==> src/rtl/svnet_fifo_burst_reader.sv <==
// svnet_fifo_burst_reader: pops fixed-length bursts from a show-ahead FIFO, with flush-driven short bursts
module svnet_fifo_burst_reader #(
  parameter int WIDTH = 1,
  parameter int DEPTH = 1,
  parameter int BURST = 1
) (
  input  logic                   clk,
  input  logic                   rst,
  input  logic [$clog2(DEPTH):0] fifo_used_space,
  input  logic [WIDTH-1:0]       fifo_read_data,
  output logic                   fifo_read,
  input  logic                   flush,
  output logic                   out_valid,
  input  logic                   out_ready,
  output logic [WIDTH-1:0]       out_data,
  output logic                   out_first,
  output logic                   out_last,
  output logic [15:0]            burst_count
);
  localparam int UW = $clog2(DEPTH) + 1;
  localparam int RW = $clog2(BURST) + 1;
  localparam logic [UW-1:0] BURST_U = UW'(BURST);
  localparam logic [RW-1:0] BURST_R = RW'(BURST);
  localparam logic [RW-1:0] ONE_R = RW'(1);
  typedef enum logic {S_IDLE, S_BURST} state_t;
  state_t            state_q;
  logic [RW-1:0]     rem_q, len_q, len_d;
  logic              flush_pending_q, out_valid_q, out_first_q, out_last_q;
  logic [WIDTH-1:0]  out_data_q;
  logic [15:0]       burst_count_q;
  logic              start_full, start_flush, pend_clr;
  // burst start decisions and the pop strobe; a flush only drains what is below a full burst
  always_comb begin
    start_full  = state_q == S_IDLE && fifo_used_space >= BURST_U;
    pend_clr    = state_q == S_IDLE && !start_full && flush_pending_q;
    start_flush = pend_clr && fifo_used_space != '0;
    len_d       = start_full ? BURST_R : fifo_used_space[RW-1:0];
    fifo_read   = state_q == S_BURST && rem_q != '0 && (!out_valid_q || out_ready);
  end
  // control FSM, output register and completed-burst counter
  always_ff @(posedge clk or posedge rst) begin
    if (rst) begin
      state_q         <= S_IDLE;
      rem_q           <= '0;
      len_q           <= '0;
      flush_pending_q <= 1'b0;
      out_valid_q     <= 1'b0;
      out_data_q      <= '0;
      out_first_q     <= 1'b0;
      out_last_q      <= 1'b0;
      burst_count_q   <= '0;
    end else begin
      flush_pending_q <= flush || (flush_pending_q && !pend_clr);
      if (start_full || start_flush) begin
        state_q <= S_BURST;
        rem_q   <= len_d;
        len_q   <= len_d;
      end else if (fifo_read) begin
        rem_q <= rem_q - ONE_R;
        if (rem_q == ONE_R) state_q <= S_IDLE;
      end
      if (fifo_read) begin
        out_valid_q <= 1'b1;
        out_data_q  <= fifo_read_data;
        out_first_q <= rem_q == len_q;
        out_last_q  <= rem_q == ONE_R;
      end else if (out_ready) begin
        out_valid_q <= 1'b0;
      end
      if (out_valid_q && out_ready && out_last_q) burst_count_q <= burst_count_q + 16'd1;
    end
  end
  assign out_valid   = out_valid_q;
  assign out_data    = out_data_q;
  assign out_first   = out_first_q;
  assign out_last    = out_last_q;
  assign burst_count = burst_count_q;
  a_read_nonempty: assert property (@(posedge clk) disable iff (rst) fifo_read |-> fifo_used_space != '0);
  a_stall_stable: assert property (@(posedge clk) disable iff (rst)
    out_valid_q && !out_ready |=> out_valid_q && $stable(out_data_q) && $stable(out_first_q) && $stable(out_last_q));
endmodule

==> config.mk <==
export PLATFORM = sky130hd
export DESIGN_NAME = svnet_fifo_burst_reader
export DESIGN_NICKNAME = d
export VERILOG_FILES = /design/src/rtl/svnet_fifo_burst_reader.sv
export SDC_FILE = /design/constraint.sdc
export NUM_CORES = 1
export LEC_CHECK = 0
export ABC_AREA = 1
export ABC_CLOCK_PERIOD_IN_PS = 2550
export CORE_AREA = 4 4 59 48
export DETAILED_ROUTE_END_ITERATION = 8
export DIE_AREA = 0 0 63 52
export PLACE_DENSITY = 0.87
export SYNTH_ARGS = -nofsm -noshare
export SYNTH_HDL_FRONTEND = slang
export SYNTH_SLANG_ARGS = --single-unit
export TNS_END_PERCENT = 100
==> constraint.sdc <==
create_clock -name clk -period 2.55 [get_ports clk]
set_input_delay 0.3825 -clock clk [delete_from_list [all_inputs] [get_ports clk]]
set_output_delay 0.3825 -clock clk [all_outputs]
set_load 0.05 [all_outputs]
# Word-level counts from Yosys, hierarchy flattened

Index checks and enable logic that the tools add are counted.

Add/sub/neg operators: 2
Multiply operators: 0
Divide/modulo/power cells: 0
Order comparisons: 1
Equality and inequality tests: 1
Shift operators: 0
Muxes and demuxes: 8
Bitwise operators: 1
Reduce and logical (&&, ||, !) cells: 19

Operator list:

| cell                                           | count |
|---|---|
| adder 16 x 1 -> 16 bit (second input constant) | 1 |
| logical AND 1 bit                              | 9 |
| two-way mux 1 bit                              | 8 |
| nonzero test 2 bit                             | 3 |
| zero test 1 bit                                | 3 |
| logical OR 1 bit                               | 3 |
| AND reduction 2 bit                            | 1 |
| == test 1 bit                                  | 1 |
| >= comparator 1 bit (second input constant)    | 1 |
| inverter 1 bit                                 | 1 |
| subtractor 1 bit (second input constant)       | 1 |

Bits in registers: 24
Bits in latches: 0
RAM bits: 0
Bits in read-only memories: 0
Bits of input ports: 6
Output and inout bits: 21
Memories: 0

# Logic depth before layout (Yosys ltp)

Depth after elaboration: 9
Mapped depth: 8
Mapped depth without buffers: 8

# Worst setup path after synthesis

Ideal clock, no wire load.

Kind: register -> register
Start: register burst_count_q[1] (netlist: burst_count[1])
End: register burst_count_q[12] (netlist: burst_count[12])
Setup time: 0.120 ns
Arrival time: 1.442 ns
Path slack: 0.988 ns
Cell stages (with the launch flop): 9
Cells stage by stage: dfrtp_1 -> ha_1 -> nand3_1 -> inv_1 -> nand2_2 -> nor2_4 -> nand2_1 -> nand2_1 -> nand2_1

Cells in the longest elaborated chain, start to end: 1

Ends and longest elaborated chain:

| element                  | line | source |
|---|---|---|
| start: declaration       | 30   | `logic [15:0] burst_count_q;` |
| start signal: assignment | 70   | `if (out_valid_q && out_ready && out_last_q) burst_count_q <= burst_count_q + 16'd1;` |
| adder 16 x 1 -> 16 bit   | 70   |  |

Every way passes these cells.
A chain may end at the register's enable or synchronous reset.

# Final worst setup path

Start: register burst_count_q[11] (netlist: burst_count[11])
End: output burst_count[11]

RTL lines:

| element          | line | source |
|---|---|---|
| end: declaration | 18   | `output logic [15:0] burst_count` |

No word-level cell between the ends.

==> flow_metrics.py <==
metrics = {
    "placed_design": {
        "port_buffers": 25,
        "post-place-ws_ns": 0.641,
        "place_hpwl_um": 1760,
        "routabilityCongestion": 0.794,
    },
    "detailed_routing": {
        "wl_um": 2220,
        "route.antenna.remaining_nets": 0,
        "drt_drc": 0,
        "route.detailed.vias_per_inst": 4.90,
        "detail_route.first_pass.iterations": 4,
        "post_drt_wl_per_cell_um": 12.7,
        "dr_total_vias": 857,
        "first_iter_violations": 24,
    },
    "timing": {
        "hold_viol_final": 0,
        "worst_path_setup_slack_after_routing_ns": 0.534,
        "max_slew.worst_pin.slew_ns": 0.826,
        "worst_slew_margin_rel": 0.449,
        "setup_viol": 0,
        "fin_crit_ns": 2.02,
        "finalMaxSlewViolations": 0,
        "grt_setup_unrepaired": "no",
        "hold_slack_final_ns": 0.459,
        "period_utilization_post_route": 0.791,
        "achievable-frequency_mhz": 496,
        "clock-skew-final_ns": 0.00716,
        "finalSetupTns_ns": 0,
    },
    "pwr": {
        "ir_drop_worst_vdd_uv": 806,
        "clock_power_share": 0.131,
        "cellInternalPower_mw": 0.683,
        "power_density_nw_per_um2": 891,
        "fraction_of_power_spent_switching_nets": 0.459,
        "total_leakage_power_nw": 0.701,
        "power.share.sequential": 0.411,
        "power.switching_mw": 0.580,
        "power.total_mw": 1.26,
        "comb_power_share": 0.458,
    },
    "setup_path": {
        "worstPathArrival_ns": 1.63,
        "crit_path_top_delay_cell": "sky130_fd_sc_hd__clkdlybuf4s50_1",
        "critical_path_required_ns": 2.17,
        "critical_path.max_stage_delay_ns": 0.86,
        "critical_path.reg2reg.startpoint": "burst_count[1]",
        "path_class": "reg2out",
        "setup.worst_path.start": "burst_count[11]",
        "critical_path.max_fanout": 4,
        "path_buf_inv": 1,
        "timing.critical_path.from_type": "flop",
        "cp-end-kind": "output port",
        "critical_path.cell_chain": "clkdlybuf4s50_1",
        "critical_path.top_delay_family": "buffers and inverters",
    },
    "layout": {
        "layout.core_utilization": 0.635,
        "multiInputGateArea_um2": 478,
        "flow.area_growth_from_synthesis_pct": 27.6,
        "num-fill-cells": 178,
        "antennaDiodeCount": 0,
        "layout-drive-gt1-share": 0.140,
        "num-nets-final": 158,
        "register_area_um2": 576,
    },
    "clocking": {
        "cts.reportedPaths.clkPinSlew_ns": 0.12,
        "cts_tree": "done",
        "cts_repair_resize_count": 0,
        "cts-hold-fix-buffers": 0,
        "clock-root-buffer": "sky130_fd_sc_hd__clkbuf_4",
        "clockBufferDepth": 2,
        "htreeDepth": 1,
        "cts-buffers-inserted": 3,
        "clk-insertion-delay-late_ns": 0.32,
        "cts_num_sinks": 23,
        "number_of_buffers_added_for_setup_after_cts": 0,
    },
    "yosys": {
        "flip_flop_and_latch_count_after_synthesis": 23,
        "synthesis.area_per_instance_um2": 9.19,
        "yosysUniqueCellTypes": 23,
        "synth.area.top_cells": "sky130_fd_sc_hd__dfrtp_1, sky130_fd_sc_hd__nand2_1, sky130_fd_sc_hd__xnor2_1",
        "ys.warnings.count": 0,
        "synth_net_count": 128,
        "area_share_of_the_largest_cell_type_after_synthesis": 0.517,
        "yosysSeqAreaShare": 0.517,
        "postSynthCellCount": 121,
        "netlist_area_um2": 1110,
        "yosys.area.top_type": "sky130_fd_sc_hd__dfrtp_1",
    },
    "floorplanning": {
        "chipHeight_um": 52,
        "fp-row-count": 15,
        "floorplan.initialDensity": 0.498,
        "chipWidth_um": 63,
        "design.die.area_um2": 3280,
        "area_of_the_core_um2": 2230,
        "pin_count": 27,
    },
    "global_route": {
        "initial_antenna_violation_count": 0,
        "maximum_number_of_pins_on_one_net_before_global_route_repair": 24,
        "number_of_global_route_vias_before_repair": 896,
        "grt_overflow": 0,
        "grt_pass1_wl_um": 4080,
        "grt.total_usage": 0.167,
    },
    "status": {
        "status": "completed",
    },
    "worst_hold_path": {
        "hp-start": "len_q",
        "hold_path.class": "reg2reg",
    },
    "run": {
        "timing.max_cap.violations": 0,
    },
}
## per-layer routing
layer,track usage,share of wire,vias to the layer above
met5,0,0,-
met4,0.0733,0.024,0
met3,0.0605,0.049,6
met2,0.294,0.51,16
met1,0.182,0.42,410
li1,-,-,425
## area by class of cell
type                    instances  share of cell area
well taps                      25              0.0220
clock inverters                 1             0.00353
multi-input cells              83               0.337
clock buffers                   3              0.0159
flip-flops and latches         23               0.406
repair buffers                 25               0.175
inverters                      15              0.0414
## cells in the final DEF, fill, tap and decap left out
cell type / n
sky130_fd_sc_hd__buf_4: 1
sky130_fd_sc_hd__clkbuf_4: 3
sky130_fd_sc_hd__clkdlybuf4s50_1: 24
sky130_fd_sc_hd__clkinv_1: 1
sky130_fd_sc_hd__clkinv_2: 1
sky130_fd_sc_hd__dfrtp_1: 23
sky130_fd_sc_hd__ha_1: 1
sky130_fd_sc_hd__inv_1: 12
sky130_fd_sc_hd__inv_2: 1
sky130_fd_sc_hd__inv_4: 1
sky130_fd_sc_hd__nand2_1: 39
sky130_fd_sc_hd__nand2_2: 3
sky130_fd_sc_hd__nand2_4: 1
sky130_fd_sc_hd__nand3_1: 4
sky130_fd_sc_hd__nand3_2: 2
sky130_fd_sc_hd__nand3_4: 1
sky130_fd_sc_hd__nand3b_1: 3
sky130_fd_sc_hd__nor2_1: 10
sky130_fd_sc_hd__nor2_2: 2
sky130_fd_sc_hd__nor2_4: 2
sky130_fd_sc_hd__nor2_8: 1
sky130_fd_sc_hd__nor3_1: 2
sky130_fd_sc_hd__o21ai_0: 1
sky130_fd_sc_hd__or2_2: 1
sky130_fd_sc_hd__xnor2_1: 6
sky130_fd_sc_hd__xor2_1: 3
sky130_fd_sc_hd__xor2_2: 1
## cells in the mapped netlist
cell                       count
sky130_fd_sc_hd__nor2_8        1
sky130_fd_sc_hd__nor2_4        2
sky130_fd_sc_hd__nand3_2       2
sky130_fd_sc_hd__nand2_2       3
sky130_fd_sc_hd__nand3_4       1
sky130_fd_sc_hd__inv_2         1
sky130_fd_sc_hd__o21ai_0       1
sky130_fd_sc_hd__nand3b_1      3
sky130_fd_sc_hd__or2_2         1
sky130_fd_sc_hd__inv_1        12
sky130_fd_sc_hd__dfrtp_1      23
sky130_fd_sc_hd__xor2_1        3
sky130_fd_sc_hd__xnor2_1       6
sky130_fd_sc_hd__nand3_1       4
sky130_fd_sc_hd__nand2_1      39
sky130_fd_sc_hd__nor3_1        2
sky130_fd_sc_hd__xor2_2        1
sky130_fd_sc_hd__clkinv_1      1
sky130_fd_sc_hd__nand2_4       1
sky130_fd_sc_hd__nor2_1       10
sky130_fd_sc_hd__ha_1          1
sky130_fd_sc_hd__inv_4         1
sky130_fd_sc_hd__nor2_2        2
## logic make-up (layout without fill, tap and decap cells)
| group | Yosys count | in the layout | synth area share |
|---|---|---|---|
| simple gates | 71 | 71 | 0.328 |
| flops | 23 | 23 | 0.517 |
| buf+inv | 15 | 44 | 0.0529 |
| xor+xnor | 10 | 10 | 0.0855 |
| fa+ha+maj | 1 | 1 | 0.0112 |
| compound gates | 1 | 1 | 0.00450 |
## power by group through the flow
| stage | Clock (mW) | Sequential (mW) | Combinational [mW] |
|---|---|---|---|
| final | 0.166 | 0.519 | 0.579 |
| after global routing | 0.192 | 0.528 | 0.620 |
| after CTS | 0.176 | 0.519 | 0.586 |
| after detailed placement | 0 | 0.523 | 0.581 |
| after global placement | 0 | 0.517 | 0.567 |
| after floorplan | 0 | 0.715 | 0.200 |
## worst paths after layout
check | end | cells after the start | slack [ns]
max | burst_count[11] | 1 | 0.53
min | len_q | 2 | 0.46
max reg2reg | burst_count[14] | 8 | 1.21
min reg2reg | len_q | 2 | 0.46
max in group asynchronous | state_q | 2 | 1.53
min in group asynchronous | burst_count[7] | 2 | 0.51
## per-stage QoR
step,cells,area (um^2)
after floorplan,121,1110
after global placement,171,1390
after detailed placement,171,1390
after CTS,175,1420
after global routing,175,1420
final,175,1420
## sequential cells by signal (all words and copies together) (netlist names)
register and cells:
burst_count 16, len_q 1, out_data 1, out_first 1, out_last 1, out_valid 1
rem_q 1, state_q 1
(Power assumes the default switching activity.)
